### src/rtl/cv32e40px_core_v_xif_pkg.sv
// CORE-V-XIF shared definitions used by the cv32e40px offload path.
// Holds the id width and the core-side scoreboard slot types.
package cv32e40px_core_v_xif_pkg;

  localparam int unsigned X_ID_WIDTH = 4;

  typedef enum logic [1:0] {
    X_SB_FREE      = 2'd0,
    X_SB_ISSUED    = 2'd1,
    X_SB_COMMITTED = 2'd2
  } x_sb_state_e;

  typedef struct packed {
    x_sb_state_e           state;
    logic [X_ID_WIDTH-1:0] id;
    logic                  writeback;
    logic                  loadstore;
    logic [4:0]            rd;
  } x_sb_entry_t;

endpackage

### src/rtl/cv32e40px_x_scoreboard.sv
// Core-side scoreboard for CORE-V-XIF offloads: allocates issue ids, tracks
// accepted instructions through issue/commit/result and reports rd hazards.
module cv32e40px_x_scoreboard #(
  parameter int unsigned X_ID_WIDTH = cv32e40px_core_v_xif_pkg::X_ID_WIDTH,
  parameter int unsigned DEPTH      = 4
) (
  input  logic                         clk,
  input  logic                         rst_n,
  input  logic                         issue_valid_i,
  input  logic                         issue_ready_i,
  input  logic                         issue_accept_i,
  input  logic                         issue_writeback_i,
  input  logic                         issue_loadstore_i,
  input  logic [4:0]                   issue_rd_i,
  output logic [X_ID_WIDTH-1:0]        issue_id_o,
  output logic                         issue_allowed_o,
  input  logic                         commit_valid_i,
  input  logic [X_ID_WIDTH-1:0]        commit_id_i,
  input  logic                         commit_kill_i,
  input  logic                         result_valid_i,
  input  logic [X_ID_WIDTH-1:0]        result_id_i,
  output logic                         result_ready_o,
  input  logic [4:0]                   rs1_i,
  input  logic [4:0]                   rs2_i,
  input  logic [4:0]                   rs3_i,
  input  logic [4:0]                   rd_i,
  output logic                         hazard_o,
  output logic [$clog2(DEPTH+1)-1:0]   outstanding_o,
  output logic                         empty_o,
  output logic                         err_o
);
  import cv32e40px_core_v_xif_pkg::*;

  localparam int unsigned CW = $clog2(DEPTH + 1);
  localparam logic [CW-1:0] DEPTH_C = CW'(DEPTH);

  if (DEPTH < 1 || DEPTH > (1 << X_ID_WIDTH)) begin : g_bad_depth
    $error("cv32e40px_x_scoreboard: DEPTH must be in 1..2**X_ID_WIDTH");
  end
  if (X_ID_WIDTH != cv32e40px_core_v_xif_pkg::X_ID_WIDTH) begin : g_bad_idw
    $error("cv32e40px_x_scoreboard: X_ID_WIDTH must match the xif package");
  end

  logic [X_ID_WIDTH-1:0] id_q, id_d;
  logic [CW-1:0]         count_q, count_d;
  logic                  err_q, err_d;
  logic                  issue_hs, alloc, found;
  logic [DEPTH-1:0]      free_vec, alloc_oh, commit_hit, result_hit, busy_d, hazard_vec;

  assign issue_hs        = issue_valid_i & issue_ready_i;
  assign issue_allowed_o = count_q < DEPTH_C;
  assign alloc           = issue_hs & issue_accept_i & issue_allowed_o;

  always_comb begin
    alloc_oh = '0;
    found    = 1'b0;
    for (int unsigned i = 0; i < DEPTH; i++) begin
      if (alloc && free_vec[i] && !found) begin
        alloc_oh[i] = 1'b1;
        found       = 1'b1;
      end
    end
  end

  // Matching uses pre-update slot state, so a commit and result for the same id
  // in one cycle cannot both hit: the result sees the slot still ISSUED.
  for (genvar g = 0; g < DEPTH; g++) begin : g_slot
    x_sb_entry_t slot_q, slot_d;
    logic        unused_ls;

    assign free_vec[g]   = slot_q.state == X_SB_FREE;
    assign commit_hit[g] = commit_valid_i && (slot_q.state == X_SB_ISSUED) &&
                           (slot_q.id == commit_id_i);
    assign result_hit[g] = result_valid_i && (slot_q.state == X_SB_COMMITTED) &&
                           (slot_q.id == result_id_i);
    assign hazard_vec[g] = !free_vec[g] && slot_q.writeback && (slot_q.rd != 5'd0) &&
                           ((slot_q.rd == rs1_i) || (slot_q.rd == rs2_i) ||
                            (slot_q.rd == rs3_i) || (slot_q.rd == rd_i));
    assign busy_d[g]     = slot_d.state != X_SB_FREE;
    assign unused_ls     = slot_q.loadstore;

    always_comb begin
      slot_d = slot_q;
      if (alloc_oh[g]) begin
        slot_d.state     = X_SB_ISSUED;
        slot_d.id        = id_q;
        slot_d.writeback = issue_writeback_i;
        slot_d.loadstore = issue_loadstore_i;
        slot_d.rd        = issue_rd_i;
      end else if (commit_hit[g]) begin
        slot_d.state = commit_kill_i ? X_SB_FREE : X_SB_COMMITTED;
      end else if (result_hit[g]) begin
        slot_d.state = X_SB_FREE;
      end
    end

    always_ff @(posedge clk or negedge rst_n) begin
      if (!rst_n) slot_q <= '0;
      else        slot_q <= slot_d;
    end
  end

  always_comb begin
    count_d = '0;
    for (int unsigned i = 0; i < DEPTH; i++) count_d = count_d + CW'(busy_d[i]);
  end

  assign id_d  = issue_hs ? id_q + X_ID_WIDTH'(1) : id_q;
  assign err_d = err_q | (issue_hs & ~issue_allowed_o) |
                 (commit_valid_i & ~(|commit_hit)) |
                 (result_valid_i & ~(|result_hit));

  always_ff @(posedge clk or negedge rst_n) begin
    if (!rst_n) begin
      id_q    <= '0;
      count_q <= '0;
      err_q   <= 1'b0;
    end else begin
      id_q    <= id_d;
      count_q <= count_d;
      err_q   <= err_d;
    end
  end

  assign issue_id_o     = id_q;
  assign outstanding_o  = count_q;
  assign empty_o        = count_q == '0;
  assign hazard_o       = |hazard_vec;
  assign err_o          = err_q;
  assign result_ready_o = 1'b1;

endmodule

### config.mk
export PLATFORM = sky130hd
export DESIGN_NAME = cv32e40px_x_scoreboard
export DESIGN_NICKNAME = d
export VERILOG_FILES = /design/src/rtl/cv32e40px_core_v_xif_pkg.sv /design/src/rtl/cv32e40px_x_scoreboard.sv
export SDC_FILE = /design/constraint.sdc
export NUM_CORES = 1
export LEC_CHECK = 0
export CAP_MARGIN = 30
export CELL_PAD_IN_SITES_DETAIL_PLACEMENT = 1
export CELL_PAD_IN_SITES_GLOBAL_PLACEMENT = 1
export CORE_MARGIN = 2
export CORE_UTILIZATION = 39
export CTS_CLUSTER_SIZE = 40
export DETAILED_ROUTE_END_ITERATION = 8
export PLACE_DENSITY = 0.74
export SLEW_MARGIN = 40
export SYNTH_ARGS = -nofsm -noshare
export SYNTH_HDL_FRONTEND = slang
export SYNTH_SLANG_ARGS = --single-unit
export TNS_END_PERCENT = 1
### constraint.sdc
create_clock -name clk -period 3.65 [get_ports clk]
set_clock_uncertainty 0.1 [all_clocks]
set_input_delay 0.73 -clock clk [delete_from_list [all_inputs] [get_ports clk]]
set_output_delay 0.73 -clock clk [all_outputs]
set_load 0.005 [all_outputs]
==> results of run 1 <==
## path summary, 6_finish.rpt
path                                                 from                              end  slack [ns]  cells after the start
max                                              rs1_i[0]                         hazard_o        0.17                      7
min                                                 rst_n        issue_id_o[0]$_DFFE_PN0N_        0.27                      1
max reg2reg                g_slot[0].slot_q[11]$_DFF_PN0_       outstanding_o[1]$_DFF_PN0_        0.85                      8
min reg2reg                               err_o$_DFF_PN0_                  err_o$_DFF_PN0_        0.41                      2
max in group asynchronous                           rst_n  g_slot[0].slot_q[6]$_DFFE_PN0P_        2.63                      2
min in group clk                          err_o$_DFF_PN0_                  err_o$_DFF_PN0_        0.41                      2
## sequential cells by signal, indices dropped and copies added (netlist names)
register and cells:
g_slot.slot_q 48, err_o 1, issue_id_o 4, outstanding_o 3
## per-stage QoR
step	hold slack [ns]	utilization, %	cell area [um^2]
3_3_place_gp	0.368	47.9	4450
2_1_floorplan	0.334	-	3740
6_report	0.267	48.8	4530
4_1_cts	0.282	48.8	4530
5_1_grt	0.298	48.8	4530
3_5_place_dp	0.385	48.0	4450
## logic make-up (layout without fill, tap and decap cells)
kind of cell,Yosys count,count (layout)
AO/OA/AOI/OAI,25,25
XOR/XNOR,115,115
adder cells (fa/ha/maj),4,4
buffers and inverters,34,87
flip-flops,56,56
multiplexers,41,41
other,1,1
AND/OR/NAND/NOR,81,81
## report_power, final
| group | leakage [nW] | switching [mW] | internal [mW] |
|---|---|---|---|
| logic | 1.12 | 0.543 | 0.828 |
| registers | 0.693 | 0.543 | 0.901 |
| clock network | 0.0463 | 0.222 | 0.141 |
| total | 1.86 | 1.31 | 1.87 |
## layer usage
metal	vias to the layer above	track usage, %	routed length (um)
li1	1309	-	-
met5	-	0	0
met2	73	38.5	5410
met4	0	5.64	193
met3	16	2.53	454
met1	1419	27.6	4450
## final cells by class
type	instances	area, um^2	area share [%]
sequential	56	1400	30.9
multi-input combinational	267	2170	48.0
clock buffer	5	68.8	1.52
inverter	1	3.75	0.0828
clock inverter	3	27.5	0.607
timing repair buffer	78	696	15.4
tap	129	161	3.56
## Yosys cell counts, drive strengths merged
| cell type | number |
|---|---|
| nor4 | 1 |
| fa | 1 |
| nor3 | 27 |
| buf | 17 |
| dfrtp | 56 |
| clkbuf | 16 |
| and3 | 2 |
| inv | 1 |
| conb | 1 |
| nand3 | 14 |
| nand2 | 15 |
| nor2 | 3 |
| nand4 | 8 |
| a21oi | 3 |
| or4 | 6 |
| ha | 3 |
| or2 | 4 |
| a31oi | 9 |
| o221ai | 5 |
| mux2 | 41 |
| nand2b | 1 |
| xnor2 | 65 |
| o21ai | 5 |
| xor2 | 50 |
| a21o | 3 |
## timing repair
action	in CTS	in global routing
endpoints found under the hold margin	0	0
buffers inserted	0	0
setup endpoints to repair	1	0
gates resized for setup	14	0
==> flow_metrics.py, run 1 <==
metrics = {
    "timing": {
        "hold_violations": 0,
        "rsz0062_at_grt": "no",
        "setup_viol": 0,
        "period_share_pct": 95.3,
        "period_minus_slack_ns": 3.48,
        "setup-tns-final_ns": 0,
        "slew_headroom_pct": 65.0,
        "tightest_slew_ns": 0.525,
        "fin_ws_ns": 0.171,
        "fmax_ghz": 0.287,
        "finalMaxSlewViolations": 0,
    },
    "die": {
        "die-area_um2": 10400,
        "ios": 55,
        "rows": 35,
        "die_x_um": 102,
        "start_util_pct": 40.3,
        "core_area_um2": 9280,
        "die_h_um": 102,
    },
    "power": {
        "p_leak_nw": 1.86,
        "total_power_mw": 3.18,
        "p_per_area_nw_per_um2": 701,
        "ir_worst_vdd_v": 0.000323,
    },
    "critical_path": {
        "slowest_delay_ns": 0.61,
        "worstPathMaxFanout": 4,
        "cp_top_family": "buffers and inverters",
        "critPathCaptureType": "primary output",
        "critPathKind": "in2out",
        "cpMaxStageDelayCell": "clkdlybuf4s50_1",
        "crit_buf_inv": 2,
        "cp.required_ns": 2.82,
        "cp.arrival_ns": 2.65,
        "cp_cell_sequence": "clkdlybuf4s50_1 > xor2_1 > nor3_1 > a31oi_1 > a31oi_1 > or4_1 > dlygate4sd2_1",
        "cp_common_cell": "a31oi_1",
        "start_kind": "input pin",
    },
    "synth": {
        "yosysTopAreaCellShare_pct": 37.4,
        "synth_warnings": 0,
        "ys_seq_elements": 56,
        "syn_area_per_cell_um2": 10.5,
        "synth-xor-area-share_pct": 26.9,
        "muxShareOfSynthArea_pct": 13.2,
        "yosys.area_share.simple_pct": 11.6,
        "synth_compound_area_share_pct": 4.51,
        "yosys.area.top_type": "dfrtp_1",
        "syn-instance-count": 357,
        "synth.cell_area_um2": 3740,
        "synth_top_family_by_area": "XOR/XNOR gates",
        "yosysUniqueCellTypes": 34,
        "netlist_top_cells_area": "dfrtp_1 37%, xnor2_1 15%, xor2_1 12%",
        "synthAdderAreaFrac_pct": 1.54,
        "seq_area_frac_synth_pct": 37.4,
        "syn_nets": 404,
    },
    "hold_path": {
        "holdCritPathClass": "in2async",
    },
    "routing": {
        "vias_per_cell": 5.23,
        "drt-total-wl_mm": 10.5,
        "wl_per_cell_um": 19.5,
        "drt_iter0_markers": 89,
        "antenna_left": 0,
        "drcViolationCount": 0,
        "vias": 2817,
        "drt-pass1-iter-count": 6,
    },
    "flow_run": {
        "drv_cap": 0,
    },
    "layout": {
        "final_cell_mix": "65 x xnor2_1, 56 x dfrtp_1, 50 x xor2_1",
        "nets": 456,
        "final_cells": 539,
        "num_antenna_cells": 0,
        "final_common_cell": "xnor2_1",
        "drive_gt1_share_pct": 20.7,
        "fill_cells": 1064,
        "areaGrowthSynthToFinish_pct": 21.1,
    },
    "clocking": {
        "root_buffer": "clkbuf_8",
        "cts_sinks": 56,
        "cts.path.max_buffers": 2,
        "clock_latency_ns": 0.32,
        "cts_buffers": 5,
        "h-tree-depth": 2,
        "hold_buffers": 0,
        "path_clk_slew_ns": 0.11,
        "tritoncts": "built",
    },
    "place": {
        "dpl.hpwl_mm": 8.01,
        "place_ws_ns": -0.0924,
        "port_buffers": 52,
        "routabilityCongestion": 0.907,
        "placed_cells": 531,
    },
    "global_route": {
        "grt_usage_pct": 21.5,
        "grt_antenna_before_repair": 0,
        "grt_pass1_vias": 3114,
        "grt_first_pass_wirelength_mm": 16.8,
        "grt_max_degree": 41,
        "grt_overflow": 0,
    },
    "status": {
        "status": "finished, final reports clean",
    },
}
No activity file was read; power rests on OpenSTA's default activity.
==> inputs of run 2 (changes only) <==
Settings changed: GPL_TIMING_DRIVEN set to 0.
==> flow_metrics.py, run 2 (same netlist as run 1, synthesis figures left out) <==
metrics = {
    "status": {
        "status": "finished, final reports clean",
    },
    "global_route": {
        "grt_overflow": 0,
        "grt_max_degree": 32,
        "grt_pass1_vias": 3077,
        "grt_first_pass_wirelength_mm": 16.6,
        "grt_usage_pct": 21.0,
        "grt_antenna_before_repair": 0,
    },
    "place": {
        "routabilityCongestion": 0.895,
        "dpl.hpwl_mm": 7.90,
        "place_ws_ns": -0.161,
        "placed_cells": 531,
        "postPlaceCellArea_um2": 4360,
        "port_buffers": 44,
    },
    "clocking": {
        "path_clk_slew_ns": 0.11,
        "tritoncts": "built",
        "clock_latency_ns": 0.32,
        "cts_sinks": 56,
        "root_buffer": "clkbuf_8",
        "cts_buffers": 5,
        "h-tree-depth": 2,
        "hold_buffers": 0,
        "cts.path.max_buffers": 2,
    },
    "timing": {
        "setup_viol": 0,
        "period_share_pct": 98.4,
        "hold_violations": 0,
        "rsz0062_at_grt": "no",
        "period_minus_slack_ns": 3.59,
        "fmax_ghz": 0.278,
        "fin_ws_ns": 0.0578,
        "finalMaxSlewViolations": 0,
    },
    "routing": {
        "vias_per_cell": 5.25,
        "drt-total-wl_mm": 10.3,
        "vias": 2819,
        "antenna_left": 0,
        "wl_per_cell_um": 19.2,
        "drt-pass1-iter-count": 5,
        "drcViolationCount": 0,
        "drt_iter0_markers": 117,
    },
    "critical_path": {
        "critPathCaptureType": "primary output",
        "cp_top_family": "buffers and inverters",
        "start_kind": "input pin",
        "critPathKind": "in2out",
        "cpMaxStageDelayCell": "or4_1",
        "cp.arrival_ns": 2.76,
        "cp_cell_sequence": "dlygate4sd2_1 > xnor2_1 > nand3_1 > nor3_1 > a31oi_1 > a21oi_1 > or4_1 > clkdlybuf4s50_1",
        "worstPathMaxFanout": 4,
        "r2r_setup_slack_ns": 0.76,
        "slowest_delay_ns": 0.56,
        "crit_buf_inv": 2,
        "cp.required_ns": 2.82,
    },
    "layout": {
        "areaGrowthSynthToFinish_pct": 18.4,
        "finalCoreUtilization_pct": 47.7,
        "num_antenna_cells": 0,
        "regMostFlops": "g_slot.slot_q",
        "drive_gt1_share_pct": 17.9,
        "final_cell_mix": "65 x xnor2_1, 56 x dfrtp_1, 50 x xor2_1",
        "final_common_cell": "xnor2_1",
        "largest_register_ffs": 48,
        "final_cells": 537,
        "nets": 454,
        "fin_area_um2": 4430,
        "fill_cells": 1058,
    },
    "die": {
        "core_area_um2": 9280,
        "start_util_pct": 40.3,
        "die-area_um2": 10400,
        "rows": 35,
        "ios": 55,
        "die_x_um": 102,
        "die_h_um": 102,
    },
    "power": {
        "ir_worst_vdd_v": 0.000327,
        "p_leak_nw": 1.81,
        "total_power_mw": 3.24,
        "p_per_area_nw_per_um2": 731,
    },
    "flow_run": {
        "drv_cap": 0,
    },
    "hold_path": {
        "holdCritPathClass": "in2async",
    },
}
## run 2: cell types whose count changed in the layout (fill, tap and decap cells not counted), moves of 3 or more
cell / previous run / this run
buf_4: 27 / 3
buf_6: 0 / 4
clkdlybuf4s50_1: 37 / 27
clkbuf_1: 0 / 14
buf_2: 0 / 8
buf_1: 0 / 3
## run 2: final cells by class
cell class                      instances  area (um^2)  share of cell area (%)
Inverter                                1         3.75                  0.0847
Clock inverter                          2         13.8                   0.310
Clock buffer                            6         82.6                    1.86
Sequential cell                        56         1400                    31.6
Tap cell                              129          161                    3.64
Buffer                                 31          164                    3.70
Multi-Input combinational cell        267         2170                    48.9
Timing Repair Buffer                   45          439                    9.91
## run 2: layer usage
layer / vias up / wire [um] / global-route usage [%]
li1: 1305 / - / -
met1: 1438 / 4510 / 26.8
met2: 69 / 5340 / 38.8
met3: 7 / 398 / 2.26
met4: 0 / 76 / 4.00
met5: - / 0 / 0
## run 2: worst paths after layout
path | start | to | cells after the start
worst min-delay path | rst_n | issue_id_o[0]$_DFFE_PN0N_ | 1
worst min register to register | err_o$_DFF_PN0_ | err_o$_DFF_PN0_ | 2
worst max-delay path | rs3_i[4] | hazard_o | 8
worst max register to register | outstanding_o[2]$_DFF_PN0_ | outstanding_o[1]$_DFF_PN0_ | 10
min in group clk | err_o$_DFF_PN0_ | err_o$_DFF_PN0_ | 2
max in group asynchronous | rst_n | g_slot[2].slot_q[3]$_DFFE_PN0N_ | 2
## run 2: report_power, final
group          internal [mW]  leakage, nW  total [mW]  switching (mW)
clock network          0.156       0.0516       0.371           0.215
registers              0.902        0.693        1.22           0.315
logic                  0.871         1.07        1.65           0.780
## run 2: repair_timing
item	4_1_cts	5_1_grt
gates resized for setup	16	1
setup endpoints to repair	1	1
setup buffers	0	0
## run 2: stage by stage
stage / TNS, ns / hold WS [ns]
3_5_place_dp: -0.208 / 0.378
2_1_floorplan: 0 / 0.334
5_1_grt: 0 / 0.260
6_report: 0 / 0.232
3_3_place_gp: -0.127 / 0.371
4_1_cts: 0 / 0.250
